## src/rtl/riscv_mem_arbiter.sv

```systemverilog
// Single-ported memory arbiter between the instruction-fetch port and the load/store
// port. One transaction outstanding at a time; data wins over fetch unless fetch has
// lost STARVE_MAX consecutive arbitrations. All outputs come straight from flops.
module riscv_mem_arbiter #(
    parameter int unsigned ADDR_W     = 64,
    parameter int unsigned DATA_W     = 64,
    parameter int unsigned MEM_LAT    = 2,
    parameter int unsigned STARVE_MAX = 4
) (
    input  logic              clock,
    input  logic              reset,
    input  logic              if_req,
    input  logic [ADDR_W-1:0] if_addr,
    output logic              if_ready,
    output logic              if_rvalid,
    output logic [DATA_W-1:0] if_rdata,
    input  logic              d_req,
    input  logic              d_we,
    input  logic [ADDR_W-1:0] d_addr,
    input  logic [DATA_W-1:0] d_wdata,
    output logic              d_ready,
    output logic              d_rvalid,
    output logic [DATA_W-1:0] d_rdata,
    output logic              mem_en,
    output logic              mem_we,
    output logic [ADDR_W-1:0] mem_addr,
    output logic [DATA_W-1:0] mem_wdata,
    input  logic [DATA_W-1:0] mem_rdata,
    output logic              busy
);

    localparam int unsigned LAT_W = (MEM_LAT > 1) ? $clog2(MEM_LAT) : 1;
    localparam int unsigned STV_W = $clog2(STARVE_MAX + 1);

    typedef enum logic [1:0] {StIdle, StIssue, StWait, StResp} state_e;

    state_e              state_q, state_d;
    logic [LAT_W-1:0]    lat_q, lat_d;
    logic [STV_W-1:0]    starve_q, starve_d;
    logic                sel_data_q, sel_data_d;  // current transaction belongs to data port
    logic                store_q, store_d;
    logic                mem_en_q, mem_en_d;
    logic                mem_we_q, mem_we_d;
    logic [ADDR_W-1:0]   mem_addr_q, mem_addr_d;
    logic [DATA_W-1:0]   mem_wdata_q, mem_wdata_d;
    logic                if_ready_q, if_ready_d;
    logic                d_ready_q, d_ready_d;
    logic                if_rvalid_q, if_rvalid_d;
    logic                d_rvalid_q, d_rvalid_d;
    logic [DATA_W-1:0]   if_rdata_q, if_rdata_d;
    logic [DATA_W-1:0]   d_rdata_q, d_rdata_d;
    logic                busy_q, busy_d;
    logic                grant_fetch;

    // Next-state, arbitration and registered-output computation.
    always_comb begin
        state_d     = state_q;
        lat_d       = lat_q;
        starve_d    = starve_q;
        sel_data_d  = sel_data_q;
        store_d     = store_q;
        mem_en_d    = 1'b0;
        mem_we_d    = 1'b0;
        mem_addr_d  = mem_addr_q;
        mem_wdata_d = mem_wdata_q;
        if_ready_d  = 1'b0;
        d_ready_d   = 1'b0;
        if_rvalid_d = 1'b0;
        d_rvalid_d  = 1'b0;
        if_rdata_d  = if_rdata_q;
        d_rdata_d   = d_rdata_q;
        grant_fetch = 1'b0;

        unique case (state_q)
            StIdle: begin
                if (if_req || d_req) begin
                    // Fetch wins only when alone or when it has been starved long enough.
                    grant_fetch = if_req && (!d_req || (starve_q == STV_W'(STARVE_MAX)));
                    state_d  = StIssue;
                    mem_en_d = 1'b1;
                    if (grant_fetch) begin
                        sel_data_d  = 1'b0;
                        store_d     = 1'b0;
                        mem_addr_d  = if_addr;
                        mem_wdata_d = '0;
                        if_ready_d  = 1'b1;
                        starve_d    = '0;
                    end else begin
                        sel_data_d  = 1'b1;
                        store_d     = d_we;
                        mem_we_d    = d_we;
                        mem_addr_d  = d_addr;
                        mem_wdata_d = d_wdata;
                        d_ready_d   = 1'b1;
                        if (!if_req) begin
                            starve_d = '0;
                        end else if (starve_q != STV_W'(STARVE_MAX)) begin
                            starve_d = starve_q + STV_W'(1);
                        end
                    end
                end
            end
            StIssue: begin
                state_d = StWait;
                lat_d   = LAT_W'(MEM_LAT - 1);
            end
            StWait: begin
                if (lat_q == '0) begin
                    state_d = StResp;
                    if (sel_data_q) begin
                        d_rvalid_d = 1'b1;
                        d_rdata_d  = store_q ? '0 : mem_rdata;
                    end else begin
                        if_rvalid_d = 1'b1;
                        if_rdata_d  = mem_rdata;
                    end
                end else begin
                    lat_d = lat_q - LAT_W'(1);
                end
            end
            StResp: begin
                state_d = StIdle;
            end
            default: begin
                state_d = StIdle;
            end
        endcase

        busy_d = (state_d != StIdle);
    end

    // State and output registers; reset drops any in-flight transaction.
    always_ff @(posedge clock or posedge reset) begin
        if (reset) begin
            state_q     <= StIdle;
            lat_q       <= '0;
            starve_q    <= '0;
            sel_data_q  <= 1'b0;
            store_q     <= 1'b0;
            mem_en_q    <= 1'b0;
            mem_we_q    <= 1'b0;
            mem_addr_q  <= '0;
            mem_wdata_q <= '0;
            if_ready_q  <= 1'b0;
            d_ready_q   <= 1'b0;
            if_rvalid_q <= 1'b0;
            d_rvalid_q  <= 1'b0;
            if_rdata_q  <= '0;
            d_rdata_q   <= '0;
            busy_q      <= 1'b0;
        end else begin
            state_q     <= state_d;
            lat_q       <= lat_d;
            starve_q    <= starve_d;
            sel_data_q  <= sel_data_d;
            store_q     <= store_d;
            mem_en_q    <= mem_en_d;
            mem_we_q    <= mem_we_d;
            mem_addr_q  <= mem_addr_d;
            mem_wdata_q <= mem_wdata_d;
            if_ready_q  <= if_ready_d;
            d_ready_q   <= d_ready_d;
            if_rvalid_q <= if_rvalid_d;
            d_rvalid_q  <= d_rvalid_d;
            if_rdata_q  <= if_rdata_d;
            d_rdata_q   <= d_rdata_d;
            busy_q      <= busy_d;
        end
    end

    assign if_ready  = if_ready_q;
    assign if_rvalid = if_rvalid_q;
    assign if_rdata  = if_rdata_q;
    assign d_ready   = d_ready_q;
    assign d_rvalid  = d_rvalid_q;
    assign d_rdata   = d_rdata_q;
    assign mem_en    = mem_en_q;
    assign mem_we    = mem_we_q;
    assign mem_addr  = mem_addr_q;
    assign mem_wdata = mem_wdata_q;
    assign busy      = busy_q;

endmodule

```

## config.mk

```make
export PLATFORM = sky130hd
export DESIGN_NAME = riscv_mem_arbiter
export DESIGN_NICKNAME = d
export VERILOG_FILES = /design/src/rtl/riscv_mem_arbiter.sv
export SDC_FILE = /design/constraint.sdc
export NUM_CORES = 1
export LEC_CHECK = 0
export CAP_MARGIN = 30
export CORE_AREA = 3 3 205 207
export CTS_BUF_LIST = sky130_fd_sc_hd__clkbuf_4 sky130_fd_sc_hd__clkbuf_8
export DETAILED_ROUTE_END_ITERATION = 8
export DIE_AREA = 0 0 208 210
export HOLD_SLACK_MARGIN = 0.02
export PLACE_DENSITY = 0.58
export SYNTH_ARGS = -nofsm -noshare
export SYNTH_HDL_FRONTEND = slang
export SYNTH_SLANG_ARGS = --single-unit
```

## constraint.sdc

```tcl
create_clock -name clock -period 11.2 [get_ports clock]
set_input_delay 1.12 -clock clock [delete_from_list [all_inputs] [get_ports clock]]
set_output_delay 1.12 -clock clock [all_outputs]
set_load 0.01 [all_outputs]
```

==> impl_metrics.yaml, run 1 <==
outcome:
  status: "finished clean"
route:
  wl_um: 40600
  vias: 10100
  viasPerCell: 4.68
  drtIter0Drc: 476
  drc: 0
  firstDrtPassIters: 6
  final_antenna_net_count: 0
  wl_per_cell_um: 18.8
floorplan:
  die_x_um: 208
  floorplan.initialDensity_pct: 27.9
  die_h_um: 210
  dieArea_sq_um: 43700
  ios: 524
  core-area_sq_um: 40600
  rows: 74
worst_setup_path:
  crit_fanout: 85
  worstSetupPathType: "in2reg"
  start_kind: "primary input"
  r2r_cells: 5
  worstReg2RegStart: "state_q[0]"
  cp.required_ns: 11.70
  reg2reg_to: "d_rdata[20]"
  cp.arrival_ns: 3.47
  rrSetupSlack_ns: 8.62
  endpoint_kind: "flip-flop"
power_and_ir_drop:
  p_per_area_nw_per_um2: 276
  vdd_drop_max_mv: 0.119
  p_leak_uw: 0.00747
finish:
  nets: 1864
  area_growth_pct: 58.1
  final_common_cell: "clkdlybuf4s50_1"
  final_cell_mix: "clkdlybuf4s50_1, nand2_1, dfrtp_1, o21ai_0, nand2b_1"
  layout-drive-gt1-share_pct: 10.6
flow_run:
  cap_violations: 0
timing:
  fin_skew_ns: 0.0168
  finalMaxSlewViolations: 0
  fin_ws_ns: 8.23
  rsz0062_at_grt: "false"
  slew-limit-headroom_pct: 35.0
  tightest_slew_ns: 0.975
  fin_crit_sh_pct: 26.5
  finalCriticalPeriod_ns: 2.97
  finalSetupViolCount: 0
  fmax_mhz: 336
  tns_ns: 0
  hold_viol: 0
synthesis:
  yosysSeqAreaShare_pct: 59.9
  synth-seq-cells: 271
  synthArstFlopShare_pct: 100
  synth_ff_type: "dfrtp_1"
  synth_top_area_share_pct: 59.9
  synth_edf_count: 0
  synthesis.nets: 1371
  synthCells: 1106
  ys_warn_count: 0
  netlist_area_sq_um: 11300
  ys_top_cells_by_area: "dfrtp_1, nand2_1, mux2_2"
  synth_top_area_cell: "dfrtp_1"
  postSynthAreaPerCell_sq_um: 10.2
  synth.distinct_cells: 34
grt:
  track_usage_pct: 18.0
  antenna_found_initial: 3
  grt_pass1_vias: 10400
  grt_pass1_wl_um: 62400
  grt_overflow: 0
  grt_max_degree: 159
placed_design:
  pre_cts_slack_ns: 7.62
  gp_congestion: 0.803
  hpwl_um: 27700
  portBuffers: 523
clock_network:
  cts_tree: "done"
  clockBufferDepth: 3
  clk_pin_slew_ns: 0.06
  hold_buffers: 0
  cts_setup_buffers: 0
  h-tree-depth: 2
  clk_latency_ns: 0.59
  cts-root-buf: "clkbuf_8"
  ctsResizeCount: 0
  numCtsBuffers: 50
  cts.sinks: 271
worst_hold_path:
  hold_path_depth: 2
  holdPathEnd: "mem_wdata[28]"
  min-delay-start: "mem_wdata[28]"
  hold_path.class: "reg2reg"
-- where the power goes --
part | internal [uW] | leakage (uW) | switching [uW] | total (uW)
registers | 1450 | 0.00335 | 252 | 1700
logic | 1200 | 0.00359 | 1100 | 2300
clock network | 536 | 0.000530 | 410 | 947
-- worst max path at each step --
stage                from       endpoint  slack, ns  depth (start not counted)
floorplan           reset           busy       2.61                          1
global placement    d_req   mem_wdata[4]       7.68                          5
detailed placement  d_req  mem_wdata[36]       7.62                          5
CTS                 d_req  mem_wdata[36]       8.28                          5
global route        d_req  mem_wdata[51]       8.14                          5
finish              d_req    mem_addr[0]       8.23                          6
-- metal layers --
metal | track usage, % | wire [um]
met1 | 22.1 | 16600
met2 | 29.9 | 19300
met3 | 6.89 | 3700
met4 | 4.88 | 948
met5 | 0 | 27
-- synthesized netlist by cell type (all sizes together), types with 2 or more instances --
cell and number:
o211ai 64, clkbuf 59, dfrtp 271, mux2 64
nand2 321, nand4 64, and2 2, ha 4
o21ai 130, inv 8, buf 34, nor2 4
a21oi 2, nand2b 67
-- final cells by class --
| cell class | instances | area [sq um] |
|---|---|---|
| timing repair buffer | 534 | 5330 |
| clock buffer | 77 | 953 |
| multi-input combinational | 734 | 4110 |
| tap | 532 | 666 |
| sequential | 271 | 6780 |
| fill | 3925 | 22600 |
| clock inverter | 5 | 32.5 |
| antenna | 1 | 2.50 |
| inverter | 8 | 40.0 |
-- flip-flops by register name, indices dropped and copies added, names as in the netlist, 2 cells and up --
name / flops
d_rdata: 64
if_rdata: 64
mem_addr: 64
mem_wdata: 64
starve_q: 3
state_q: 2
-- metrics by stage --
| step | hold slack, ns | util [%] | total power [uW] | instances | instance area, sq um |
|---|---|---|---|---|---|
| 2_1_floorplan | 0.473 | - | 2730 | 1106 | 11300 |
| 3_3_place_gp | 0.461 | 41.7 | 4020 | 2079 | 16900 |
| 3_5_place_dp | 0.469 | 41.7 | 4050 | 2079 | 16900 |
| 4_1_cts | 0.482 | 44.2 | 5040 | 2161 | 17900 |
| 5_1_grt | 0.504 | 44.2 | 5300 | 2161 | 17900 |
| 6_report | 0.473 | 44.2 | 4950 | 2162 | 17900 |
-- worst max-delay path: stages --
cell,delay (ns)
clkdlybuf4s50_1,0.47
o21ai_4,0.18
buf_4,0.51
buf_4,0.80
nand2_1,0.18
o211ai_2,0.09
-- cells by family (layout without fill, tap and decap cells) --
family | Yosys count | after routing | synth area share, %
flops | 271 | 271 | 59.9
other cells | 0 | 1 | 0
mux | 65 | 65 | 6.45
fa+ha+maj | 4 | 4 | 0.442
compound gates | 203 | 203 | 10.9
buf+inv | 101 | 624 | 3.94
simple gates | 462 | 462 | 18.4
(Power assumes the default switching activity.)
==> run 2, diff against run 1 <==
PLACE_DENSITY = 0.6   (was 0.58)
clock period = 2.7 ns   (was 11.2 ns; I/O delays follow)
==> impl_metrics.yaml, run 2 (synthesis gave the netlist of run 1 again) <==
power_and_ir_drop:
  p_leak_uw: 0.00762
  vdd_drop_max_mv: 0.457
  p_per_area_nw_per_um2: 1160
timing:
  finalMaxSlewViolations: 0
  tightest_slew_ns: 0.733
  slew-limit-headroom_pct: 51.1
  finalSetupViolCount: 0
  finalCriticalPeriod_ns: 1.95
  fin_skew_ns: 0.0122
  rsz0062_at_grt: "false"
  fmax_mhz: 513
  fin_crit_sh_pct: 72.2
  fin_ws_ns: 0.749
  whs_ns: 0.216
  tns_ns: 0
  hold_viol: 0
finish:
  area_growth_pct: 61.1
  final_util_pct: 45.0
  final_cell_mix: "clkdlybuf4s50_1, nand2_1, dfrtp_1, o21ai_0, clkbuf_8"
  nets: 1874
  fillCellCount: 3878
  multi_input_area_sq_um: 4110
  area.sequential_sq_um: 6780
  layout-drive-gt1-share_pct: 11.4
  final_common_cell: "clkdlybuf4s50_1"
clock_network:
  clk_latency_ns: 0.60
  numCtsBuffers: 50
  clockBufferDepth: 3
  clk_pin_slew_ns: 0.06
  h-tree-depth: 2
  cts.sinks: 271
  hold_buffers: 2
  cts_tree: "done"
  ctsResizeCount: 0
  cts_setup_buffers: 0
  cts-root-buf: "clkbuf_8"
floorplan:
  die_x_um: 208
  rows: 74
  die_h_um: 210
  ios: 524
  dieArea_sq_um: 43700
  core-area_sq_um: 40600
  floorplan.initialDensity_pct: 27.9
worst_setup_path:
  cp.required_ns: 3.21
  worstReg2RegStart: "state_q[0]"
  r2r_cells: 6
  path_cells: "inv_1 > ha_2 > buf_4 > buf_4 > nand4_1 > o211ai_1"
  critPathLaunch: "state_q[0]"
  cp.arrival_ns: 2.46
  crit_fanout: 51
  critPathTopFamily: "buffers and inverters"
  critPathMostFrequentCell: "buf_4"
  rrSetupSlack_ns: 0.75
  start_kind: "flip-flop"
  worst_path_max_delay_cell: "buf_4"
  path_buf_inv: 3
  reg2reg_to: "mem_addr[61]"
  critPathMaxStageDelay_ns: 0.51
  worstSetupPathType: "reg2reg"
  endpoint_kind: "flip-flop"
route:
  drc: 0
  final_antenna_net_count: 0
  firstDrtPassIters: 7
  wl_per_cell_um: 18.9
  wl_um: 41300
  viasPerCell: 4.63
  vias: 10100
  drtIter0Drc: 479
placed_design:
  hpwl_um: 28400
  pre_cts_slack_ns: 0.508
  gp_congestion: 0.782
  portBuffers: 523
grt:
  track_usage_pct: 18.2
  grt_overflow: 0
  antenna_found_initial: 5
  grt_pass1_wl_um: 62700
  grt_pass1_vias: 10400
  grt_max_degree: 130
worst_hold_path:
  min-delay-start: "d_wdata[61]"
  hold_path.class: "in2reg"
  hold_path_depth: 3
  holdPathEnd: "mem_wdata[61]"
flow_run:
  cap_violations: 0
outcome:
  status: "finished clean"
run 2: cell count changes in the layout (fill, tap and decap cells not counted), sizes merged:
cell	change
diode	+3
inv	-2
dlygate4sd3	+2
bufinv	+2
clkbuf	+5
clkinvlp	+2
buf	+8
clkinv	+1
run 2: power by group:
part           internal, uW  leakage (uW)  switching (uW)  total (uW)
clock network          2640      0.000606            1790        4430
logic                  5080       0.00367            4640        9720
registers              6010       0.00335            1040        7040
run 2: layout make-up:
cell class | instances | area share (%)
repair buffers | 544 | 30.2
multi-input cells | 734 | 22.5
clock inverters | 8 | 0.542
clock buffers | 82 | 5.74
inverters | 8 | 0.199
flip-flops and latches | 271 | 37.2
diodes | 4 | 0.0548
well taps | 532 | 3.65
run 2: worst max path at each step:
stage                               end  slack, ns  depth (start not counted)
after CTS                 mem_wdata[38]       0.69                          6
final                      mem_addr[61]       0.75                          6
after global placement    mem_wdata[42]       0.58                          5
after detailed placement  mem_wdata[46]       0.51                          5
after floorplan                    busy      -1.15                          1
after global routing      mem_wdata[38]       0.60                          6
run 2: layer usage:
layer  wire (um)  GRT usage (%)  vias to the layer above
met5          13              0                        -
met4        1180           6.23                        2
met3        3550           6.83                       77
met2       19500           29.9                      403
met1       17000           22.2                     4862
li1            -              -                     4765
run 2: through the flow:
stage | power, uW | cell area [sq um] | cells
final | 21200 | 18300 | 2183
after global routing | 22600 | 18300 | 2182
after CTS | 21600 | 18200 | 2179
after detailed placement | 17000 | 17100 | 2087
after global placement | 16800 | 17100 | 2087
after floorplan | 11300 | 11300 | 1106
run 2: worst register-to-register path, cell delays in order (launching register included):
cell	delay, ns
dfrtp_1	0.37
inv_1	0.08
ha_2	0.22
buf_4	0.51
buf_4	0.42
nand4_1	0.13
o211ai_1	0.15
